**config.mk**
```make
export PLATFORM = sky130hd
export DESIGN_NAME = ddr5_cmd_sequencer
export DESIGN_NICKNAME = d
export VERILOG_FILES = /design/src/rtl/ddr5_cmd_sequencer_pkg.sv /design/src/rtl/ddr5_cmd_sequencer_timing_cnt.sv /design/src/rtl/ddr5_cmd_sequencer.sv
export SDC_FILE = /design/constraint.sdc
export NUM_CORES = 1
export LEC_CHECK = 0
export CELL_PAD_IN_SITES_DETAIL_PLACEMENT = 0
export CELL_PAD_IN_SITES_GLOBAL_PLACEMENT = 1
export CORE_MARGIN = 5
export CORE_UTILIZATION = 31
export CTS_CLUSTER_DIAMETER = 60
export DETAILED_ROUTE_END_ITERATION = 12
export PLACE_DENSITY = 0.8
export SLEW_MARGIN = 0
export SYNTH_ARGS = -nofsm -noshare
export SYNTH_HDL_FRONTEND = slang
export SYNTH_SLANG_ARGS = --single-unit
export TNS_END_PERCENT = 30
```
**constraint.sdc**
```tcl
create_clock -name clk -period 1.8 [get_ports clk]
set_input_delay 0.36 -clock clk [delete_from_list [all_inputs] [get_ports clk]]
set_output_delay 0.36 -clock clk [all_outputs]
set_load 0.005 [all_outputs]
```
**src/rtl/ddr5_cmd_sequencer_pkg.sv**
```systemverilog
// ============================================================================
// ddr5_pkg : shared DDR5 command/request types and default timing values
// Rev 1.0  : initial release
// ============================================================================
`default_nettype none

package ddr5_pkg;

  typedef enum logic [2:0] {
    CMD_NOP  = 3'd0,
    CMD_ACT0 = 3'd1,
    CMD_ACT1 = 3'd2,
    CMD_RD0  = 3'd3,
    CMD_RD1  = 3'd4,
    CMD_WR0  = 3'd5,
    CMD_WR1  = 3'd6,
    CMD_PRE  = 3'd7
  } cmd_e;

  typedef enum logic [1:0] {
    OPN_READ    = 2'd0,
    OPN_WRITE   = 2'd1,
    OPN_IFETCH  = 2'd2,
    OPN_ILLEGAL = 2'd3
  } opn_e;

  typedef struct packed {
    opn_e        opn;
    logic [2:0]  bg;
    logic [1:0]  ba;
    logic [15:0] row;
    logic [9:0]  col;
  } req_t;

  typedef enum logic [3:0] {
    ST_IDLE     = 4'd0,
    ST_ACT0     = 4'd1,
    ST_ACT1     = 4'd2,
    ST_WAIT_RCD = 4'd3,
    ST_CAS0     = 4'd4,
    ST_CAS1     = 4'd5,
    ST_WAIT_PRE = 4'd6,
    ST_PRE      = 4'd7,
    ST_WAIT_RP  = 4'd8
  } state_e;

  localparam int DEF_T_RCD   = 39;
  localparam int DEF_T_RAS   = 76;
  localparam int DEF_T_RTP   = 18;
  localparam int DEF_T_CWL   = 38;
  localparam int DEF_T_BURST = 8;
  localparam int DEF_T_WR    = 48;
  localparam int DEF_T_RP    = 39;
  localparam int DEF_CNT_W   = 8;

  function automatic logic is_write(input opn_e opn);
    return (opn == OPN_WRITE);
  endfunction

endpackage

`default_nettype wire

```
**src/rtl/ddr5_cmd_sequencer_timing_cnt.sv**
```systemverilog
// ============================================================================
// ddr5_timing_cnt : saturating down-counter stepped by the DRAM tick
// Rev 1.0 : initial release
// ============================================================================
`default_nettype none

module ddr5_timing_cnt #(
  parameter int CNT_W = 8
) (
  input  logic             clk,
  input  logic             rst,
  input  logic             load,
  input  logic [CNT_W-1:0] load_val,
  input  logic             tick,
  output logic             zero
);

  logic [CNT_W-1:0] cnt_q;
  logic [CNT_W-1:0] cnt_d;

  always_comb begin
    cnt_d = cnt_q;
    if (load) begin
      cnt_d = load_val;
    end else if (tick && (cnt_q != '0)) begin
      cnt_d = cnt_q - 1'b1;
    end
  end

  always_ff @(posedge clk) begin
    if (rst) begin
      cnt_q <= '0;
    end else begin
      cnt_q <= cnt_d;
    end
  end

  assign zero = (cnt_q == '0);

endmodule

`default_nettype wire

```
**src/rtl/ddr5_cmd_sequencer.sv**
```systemverilog
// ============================================================================
// ddr5_cmd_sequencer : expands one request into ACT0/ACT1/CAS0/CAS1/PRE
// Rev 1.0 : initial release
// ============================================================================
`default_nettype none

module ddr5_cmd_sequencer
  import ddr5_pkg::*;
#(
  parameter int T_RCD   = DEF_T_RCD,
  parameter int T_RAS   = DEF_T_RAS,
  parameter int T_RTP   = DEF_T_RTP,
  parameter int T_CWL   = DEF_T_CWL,
  parameter int T_BURST = DEF_T_BURST,
  parameter int T_WR    = DEF_T_WR,
  parameter int T_RP    = DEF_T_RP,
  parameter int CNT_W   = DEF_CNT_W
) (
  input  logic        clk,
  input  logic        rst,
  input  logic        req_valid,
  output logic        req_ready,
  input  logic [1:0]  req_opn,
  input  logic [2:0]  req_bg,
  input  logic [1:0]  req_ba,
  input  logic [15:0] req_row,
  input  logic [9:0]  req_col,
  output logic        cmd_valid,
  output logic [2:0]  cmd_code,
  output logic [2:0]  cmd_bg,
  output logic [1:0]  cmd_ba,
  output logic [15:0] cmd_row,
  output logic [9:0]  cmd_col,
  output logic        req_err
);

  // Counters are loaded one short: a wait state hands over to its issuing
  // state in the non-tick cycle before the tick on which the command goes out.
  localparam logic [CNT_W-1:0] RCD_LD = CNT_W'(T_RCD - 1);
  localparam logic [CNT_W-1:0] RAS_LD = CNT_W'(T_RAS - 1);
  localparam logic [CNT_W-1:0] RTP_LD = CNT_W'(T_RTP - 1);
  localparam logic [CNT_W-1:0] WRR_LD = CNT_W'(T_CWL + T_BURST + T_WR - 1);
  localparam logic [CNT_W-1:0] RP_LD  = CNT_W'(T_RP - 1);

  state_e           state_q, state_d;
  req_t             req_q, req_d;
  logic             phase_q, phase_d;
  logic             err_q, err_d;
  logic             tick, transfer, legal, wr;
  logic             ras_load, cas_load, ras_zero, cas_zero;
  logic [CNT_W-1:0] cas_val;

  assign tick      = ~phase_q;
  assign req_ready = (state_q == ST_IDLE);
  assign transfer  = req_valid && req_ready;
  assign legal     = (opn_e'(req_opn) != OPN_ILLEGAL);
  assign wr        = is_write(req_q.opn);
  assign req_err   = err_q;

  always_comb begin
    phase_d = ~phase_q;
    err_d   = transfer && !legal;
    req_d   = req_q;
    if (transfer && legal) begin
      req_d = '{opn: opn_e'(req_opn), bg: req_bg, ba: req_ba, row: req_row, col: req_col};
    end
  end

  always_ff @(posedge clk) begin
    if (rst) begin
      state_q <= ST_IDLE;
      req_q   <= '0;
      phase_q <= 1'b0;
      err_q   <= 1'b0;
    end else begin
      state_q <= state_d;
      req_q   <= req_d;
      phase_q <= phase_d;
      err_q   <= err_d;
    end
  end

  always_comb begin
    state_d = state_q;
    unique case (state_q)
      ST_IDLE:     if (transfer && legal) state_d = ST_ACT0;
      ST_ACT0:     if (tick) state_d = ST_ACT1;
      ST_ACT1:     if (tick) state_d = ST_WAIT_RCD;
      ST_WAIT_RCD: if (cas_zero) state_d = ST_CAS0;
      ST_CAS0:     if (tick) state_d = ST_CAS1;
      ST_CAS1:     if (tick) state_d = ST_WAIT_PRE;
      ST_WAIT_PRE: if (ras_zero && cas_zero) state_d = ST_PRE;
      ST_PRE:      if (tick) state_d = ST_WAIT_RP;
      ST_WAIT_RP:  if (cas_zero) state_d = ST_IDLE;
      default:     state_d = ST_IDLE;
    endcase
  end

  always_comb begin
    cmd_valid = 1'b0;
    cmd_code  = CMD_NOP;
    cmd_bg    = '0;
    cmd_ba    = '0;
    cmd_row   = '0;
    cmd_col   = '0;
    ras_load  = 1'b0;
    cas_load  = 1'b0;
    cas_val   = RCD_LD;
    if (tick) begin
      unique case (state_q)
        ST_ACT0: begin
          cmd_valid = 1'b1;
          cmd_code  = CMD_ACT0;
          cmd_row   = req_q.row;
          ras_load  = 1'b1;
          cas_load  = 1'b1;
          cas_val   = RCD_LD;
        end
        ST_ACT1: begin
          cmd_valid = 1'b1;
          cmd_code  = CMD_ACT1;
          cmd_row   = req_q.row;
        end
        ST_CAS0: begin
          cmd_valid = 1'b1;
          cmd_code  = wr ? CMD_WR0 : CMD_RD0;
          cmd_col   = req_q.col;
          cas_load  = 1'b1;
          cas_val   = wr ? WRR_LD : RTP_LD;
        end
        ST_CAS1: begin
          cmd_valid = 1'b1;
          cmd_code  = wr ? CMD_WR1 : CMD_RD1;
          cmd_col   = req_q.col;
        end
        ST_PRE: begin
          cmd_valid = 1'b1;
          cmd_code  = CMD_PRE;
          cas_load  = 1'b1;
          cas_val   = RP_LD;
        end
        default: ;
      endcase
    end
    if (cmd_valid) begin
      cmd_bg = req_q.bg;
      cmd_ba = req_q.ba;
    end
  end

  ddr5_timing_cnt #(.CNT_W(CNT_W)) u_ras_cnt (
    .clk      (clk),
    .rst      (rst),
    .load     (ras_load),
    .load_val (RAS_LD),
    .tick     (tick),
    .zero     (ras_zero)
  );

  ddr5_timing_cnt #(.CNT_W(CNT_W)) u_cas_cnt (
    .clk      (clk),
    .rst      (rst),
    .load     (cas_load),
    .load_val (cas_val),
    .tick     (tick),
    .zero     (cas_zero)
  );

endmodule

`default_nettype wire

```
==> flow_summary.ini, run 1 <==
[status]
status = complete, but fails checks
violations = negative setup slack

[synth]
yosysMostFrequentCell = nand2_1
synth_top_flop_cell = dfxtp_1
async_flop_share_pct = 0
synthXorXnorAreaFrac_pct = 3.48
yosys_register_bits = 55
yosys.area_share.adder_pct = 1.37
yosys.area_share.simple_pct = 32.8
synth_top_family_by_area = simple AND/OR/NAND/NOR gates
yosysUniqueCellTypes = 54
synth.net_count = 387
yosys-top-cells-area = dfxtp_1 40%, nand2_1 11%, a21oi_1 7.3%, and2_1 7.1%, nor3_1 2.2%
synth_edf_count = 0
yosysWarnings = 0
seq_area_frac_synth_pct = 40.3
muxShareOfSynthArea_pct = 1.10
synthTopCellsByCount = 82 x nand2_1, 55 x dfxtp_1, 40 x a21oi_1
synth_compound_area_share_pct = 15.8
synth_cells = 348
syn_avg_cell_area_um2 = 7.85
syn_area_um2 = 2730
synth_top_area_share_pct = 40.3
synth_top_cell_by_area = dfxtp_1

[route]
wl_per_cell_um = 14.2
ant_nets = 0
drtIter0Drc = 95
drc = 0
wirelength_um = 8430
firstDrtPassIters = 4
vias = 2830
vias_per_cell = 4.78

[clock_tree]
clock_sinks = 55
root_buffer = clkbuf_8
numCtsBuffers = 5
cts_hold_buffers = 0
cts_max_path_buffers = 2
clk_pin_slew_ns = 0.11
clkLatencyLatePin_ns = 0.31
cts_htree_levels = 2
cts_tree = yes

[setup_path]
arrival_ns = 1.76
cpMostUsedCell = buf_6
cp_max_fo = 3
path_cells = xnor2_4, buf_6, nor4_4, buf_2, buf_6, buf_6, and2_4, buf_6
cp_top_family = buffers and inverters
end_kind = output pin
regToRegStartpoint = state_q[1]
reg2regPathDepth = 8
reg2reg_setup_slack_ns = -0.23
start_kind = register
cp-startpoint = state_q[0]
r2r-end = state_q[0]
critPathKind = register to output pin
crit_slowest_cell = dfxtp_4
cp.depth = 8
worst-path-buf-inv = 5
slowest_delay_ns = 0.38
cp.required_ns = 1.44

[power_and_ir_drop]
pwr-share-clk_pct = 12.5
pwr-share-comb_pct = 58.5
swShare_pct = 37.6
p_total_mw = 6.03
cell_internal_pwr_mw = 3.76
leakagePower_nw = 1.88
sequentialPowerShare_pct = 29.0
peakVddDrop_mv = 0.454
power_density_nw_per_um2 = 1330
switching_power_mw = 2.27

[layout]
antenna_cells = 0
layout.cells.non_filler = 592
layout-drive-gt1-share_pct = 40.3
multiInputGateArea_um2 = 1740
area_growth_pct = 65.7
final_nets = 522
nFillCells = 816
seq_area_um2 = 1110

[timing]
max_slew.worst_pin.slew_ns = 0.348
period_minus_slack_ns = 2.12
setup_violations = 47
max_freq_ghz = 0.471
final-hold-violation-count = 0
fin_skew_ns = 0.0112
maxSlewViolCount = 0
maxSlewHeadroom_pct = 76.2
worst_hold_slack_ns = 0.409
finalSetupTns_ns = -9.71
rsz0062_at_grt = true
setup_ws_ns = -0.322
post-route-period-util_pct = 118

[placed_design]
place_ws_ns = -0.310
hpwl_um = 5700
placedCellCount = 558
gp_congestion = 0.801
portBuffers = 72

[floorplan]
die_h_um = 104
fp.coreArea_um2 = 8640
die_w_um = 104
initial_core_util_pct = 31.6
io_pins = 73
die-area_um2 = 10800
rows = 34

[grt]
grt_pass1_wl_um = 13400
grt_overflow = 0
grt_pass1_vias = 2891
grt_max_degree = 32
antenna_found_initial = 0
grt_usage_pct = 15.0

[flow_run]
cap_violations = 0

[min_path]
hp-class = primary input to register
holdPathStages = 2
min-delay-start = rst
hold_end = u_cas_cnt.cnt_q[5]
[worst max path at each step]
stage,slack [ns],endpoint
after floorplan,-0.08,cmd_code[2]
after global placement,-0.25,cmd_code[2]
after detailed placement,-0.31,cmd_row[1]
after CTS,-0.48,cmd_row[2]
after global routing,-0.42,cmd_row[2]
final,-0.32,cmd_row[2]
[per-stage QoR]
stage	util [%]	cell area [um^2]
after floorplan	-	2740
after global placement	45.2	3910
after detailed placement	45.2	3910
after CTS	49.4	4270
after global routing	52.4	4530
final	52.4	4530
[routing by layer]
layer | up-vias | wire length [um] | global-route usage, %
li1 | 1439 | - | -
met1 | 1332 | 3610 | 17.2
met2 | 52 | 4350 | 27.6
met3 | 7 | 352 | 3.54
met4 | 0 | 117 | 4.16
met5 | - | 0 | 0
[final cells by class]
| type | instances | share of cell area (%) |
|---|---|---|
| Clock buffer | 6 | 1.82 |
| Inverter | 9 | 0.746 |
| Clock inverter | 2 | 0.387 |
| Timing Repair Buffer | 151 | 31.0 |
| Multi-Input combinational cell | 261 | 38.4 |
| Sequential cell | 55 | 24.6 |
| Tap cell | 108 | 2.99 |
[what timing repair did]
action | CTS | global route
endpoints found under the setup margin | 75 | 82
buffers inserted | 17 | 8
resized for setup | 179 | 79
pin swaps | 16 | 21
gates cloned | 2 | 0
[power by group through the flow]
stage	sequential (mW)	clock [mW]	combinational, mW
2_1_floorplan	1.69	0	1.62
3_3_place_gp	1.73	0	2.73
3_5_place_dp	1.74	0	2.77
4_1_cts	1.74	0.791	3.19
5_1_grt	1.78	0.846	3.86
6_report	1.75	0.754	3.53
[logic make-up (layout without fill, tap and decap cells)]
family,count (synthesis),after routing
DFF,55,55
xor gates and xnor gates,10,10
muxes,3,3
buffers and inverters,32,168
AOI/OAI and AO/OA,69,69
and+or+nand+nor,176,176
adders and majority gates,3,3
[layout by cell type (no fill, tap or decap), types with 14 or more instances in the layout]
cell,count
nor2_1,14
a21oi_2,15
buf_6,41
buf_4,55
dfxtp_1,50
and2_4,22
nand2_1,81
a21oi_1,25
clkdlybuf4s50_1,35
[flip-flops by register name, summed over array words and instances (netlist names)]
signal	cells
req_err	1
state_q	4
phase_q	1
u_cas_cnt.cnt_q	8
req_q	33
u_ras_cnt.cnt_q	8
(Power assumes the default switching activity.)
==> run 2: changes to the inputs <==
--- a/config.mk
+++ b/config.mk
@@ -7,7 +7,6 @@
 export LEC_CHECK = 0
 export CELL_PAD_IN_SITES_DETAIL_PLACEMENT = 0
 export CELL_PAD_IN_SITES_GLOBAL_PLACEMENT = 1
-export CORE_MARGIN = 5
 export CORE_UTILIZATION = 31
 export CTS_CLUSTER_DIAMETER = 60
 export DETAILED_ROUTE_END_ITERATION = 12
==> run 2 against run 1 <==
Net effect: cell area is 0.28% lower; the run still ends with negative setup slack left; largest cell class unchanged; sequential cell count did not move; final cell count is 0.51% lower; critical path type unchanged.
==> flow_summary.ini, run 2 (synthesized netlist as in run 1, its figures left out) <==
[setup_path]
reg2reg_setup_slack_ns = -0.12
regToRegStartpoint = u_cas_cnt.cnt_q[0]
r2r-end = state_q[2]
path_cells = xnor2_4, buf_6, nor4_4, buf_4, buf_6, buf_6, and2_4, buf_6
start_kind = register
cp_max_fo = 5
arrival_ns = 1.91
cp_top_family = buffers and inverters
cpMostUsedCell = buf_6
worst-path-buf-inv = 5
cp.required_ns = 1.44
crit_slowest_cell = dfxtp_4
end_kind = output pin
reg2regPathDepth = 7
critPathKind = register to output pin
slowest_delay_ns = 0.40

[timing]
max_freq_ghz = 0.440
post-route-period-util_pct = 126
setup_violations = 38
maxSlewHeadroom_pct = 74.0
final-hold-violation-count = 0
finalSetupTns_ns = -11.71
maxSlewViolCount = 0
setup_ws_ns = -0.475
rsz0062_at_grt = true
period_minus_slack_ns = 2.27
fin_skew_ns = 0.0103
worst_hold_slack_ns = 0.457
max_slew.worst_pin.slew_ns = 0.381

[floorplan]
io_pins = 73
rows = 33
die_w_um = 95.9
initial_core_util_pct = 32.6
die_h_um = 95.9
die-area_um2 = 9190
fp.coreArea_um2 = 8380

[clock_tree]
cts_hold_buffers = 0
clk_pin_slew_ns = 0.11
cts_tree = yes
root_buffer = clkbuf_8
clkLatencyLatePin_ns = 0.31
cts_max_path_buffers = 2
numCtsBuffers = 5
clock_sinks = 55
cts_htree_levels = 2

[layout]
final_util_pct = 53.9
top_register = req_q
layout-drive-gt1-share_pct = 39.3
layout.cells.non_filler = 589
layout.cells.most_common = nand2_1
most-common-layout-cells = 81 x nand2_1, 50 x dfxtp_1, 49 x buf_4
antenna_cells = 0
area_growth_pct = 65.2
largest_reg_flops = 33
stdcell_area_um2 = 4510
final_nets = 522
reg.largest.list = req_q x33, u_cas_cnt.cnt_q x8, u_ras_cnt.cnt_q x8

[grt]
grt_usage_pct = 17.1
grt_pass1_vias = 2603
grt_max_degree = 32
antenna_found_initial = 0
grt_overflow = 0
grt_pass1_wl_um = 12200

[placed_design]
dpl-instance-area_um2 = 3920
gp_congestion = 0.811
portBuffers = 72
placedCellCount = 555
hpwl_um = 5430
place_ws_ns = -0.326

[route]
firstDrtPassIters = 4
ant_nets = 0
wl_per_cell_um = 13.9
vias_per_cell = 4.85
drtIter0Drc = 126
drc = 0
vias = 2859
wirelength_um = 8180

[power_and_ir_drop]
leakagePower_nw = 1.89
power_density_nw_per_um2 = 1390
peakVddDrop_mv = 0.494
p_total_mw = 6.26

[min_path]
holdPathStages = 2
min-delay-start = req_q[9]
hold_end = req_q[9]
hp-class = register to register

[status]
violations = negative setup slack
status = complete, but fails checks

[flow_run]
cap_violations = 0
[run 2: cell count changes in the layout (fill, tap and decap cells not counted), moves of 5 or more]
cell	change
buf_4	-6
buf_6	+6
a21oi_1	+11
clkbuf_2	+9
a21oi_2	-10
buf_2	-5
[run 2: final cells by class]
type / instances / area [um^2]
Timing Repair Buffer: 151 / 1400
Fill cell: 771 / 3870
Sequential cell: 55 / 1110
Multi-Input combinational cell: 261 / 1720
Inverter: 9 / 36.3
Clock inverter: 3 / 47.5
Clock buffer: 5 / 68.8
Tap cell: 105 / 131
[run 2: power breakdown]
group | switching (mW) | internal (mW)
sequential | 0.259 | 1.51
clock | 0.436 | 0.423
combinational | 1.62 | 2.01
[run 2: worst max path at each step]
stage          cells past startpoint  startpoint  slack [ns]          end
3_3_place_gp                       6  state_q[0]       -0.33   cmd_row[1]
3_5_place_dp                       6  state_q[0]       -0.33   cmd_row[1]
2_1_floorplan                      6  state_q[2]       -0.08  cmd_code[2]
5_1_grt                            8  state_q[0]       -0.56   cmd_row[9]
6_report                           8  state_q[1]       -0.47   cmd_row[7]
4_1_cts                            6  state_q[0]       -0.58   cmd_row[1]
[run 2: repair_timing]
item / CTS / global route
buffers inserted: 8 / 18
gates resized for setup: 71 / 146
pin swaps: 9 / 24
cloned: 0 / 2
setup endpoints to repair: 65 / 78
[run 2: tightest hold or removal path, cell delays in order, from the launching register on]
cell     delay, ns
dfxtp_1       0.32
nand2_1       0.05
a21oi_1       0.05
[run 2: routing by layer]
| metal | vias to the layer above | share of wire [%] | GRT usage, % |
|---|---|---|---|
| met1 | 1354 | 44 | 21.9 |
| met4 | 0 | 0.65 | 4.23 |
| li1 | 1448 | - | - |
| met5 | - | 0 | 0 |
| met3 | 5 | 4.0 | 3.63 |
| met2 | 52 | 51 | 29.0 |
==> run 3: changes to the inputs <==
--- a/config.mk
+++ b/config.mk
@@ -8,7 +8,7 @@
 export CELL_PAD_IN_SITES_DETAIL_PLACEMENT = 0
 export CELL_PAD_IN_SITES_GLOBAL_PLACEMENT = 1
 export CORE_UTILIZATION = 31
-export CTS_CLUSTER_DIAMETER = 60
+export CTS_CLUSTER_DIAMETER = 100
 export DETAILED_ROUTE_END_ITERATION = 12
 export PLACE_DENSITY = 0.8
 export SLEW_MARGIN = 0
==> results of run 3 <==
No change in the layout: final DEF, timing and power equal those of run 2.
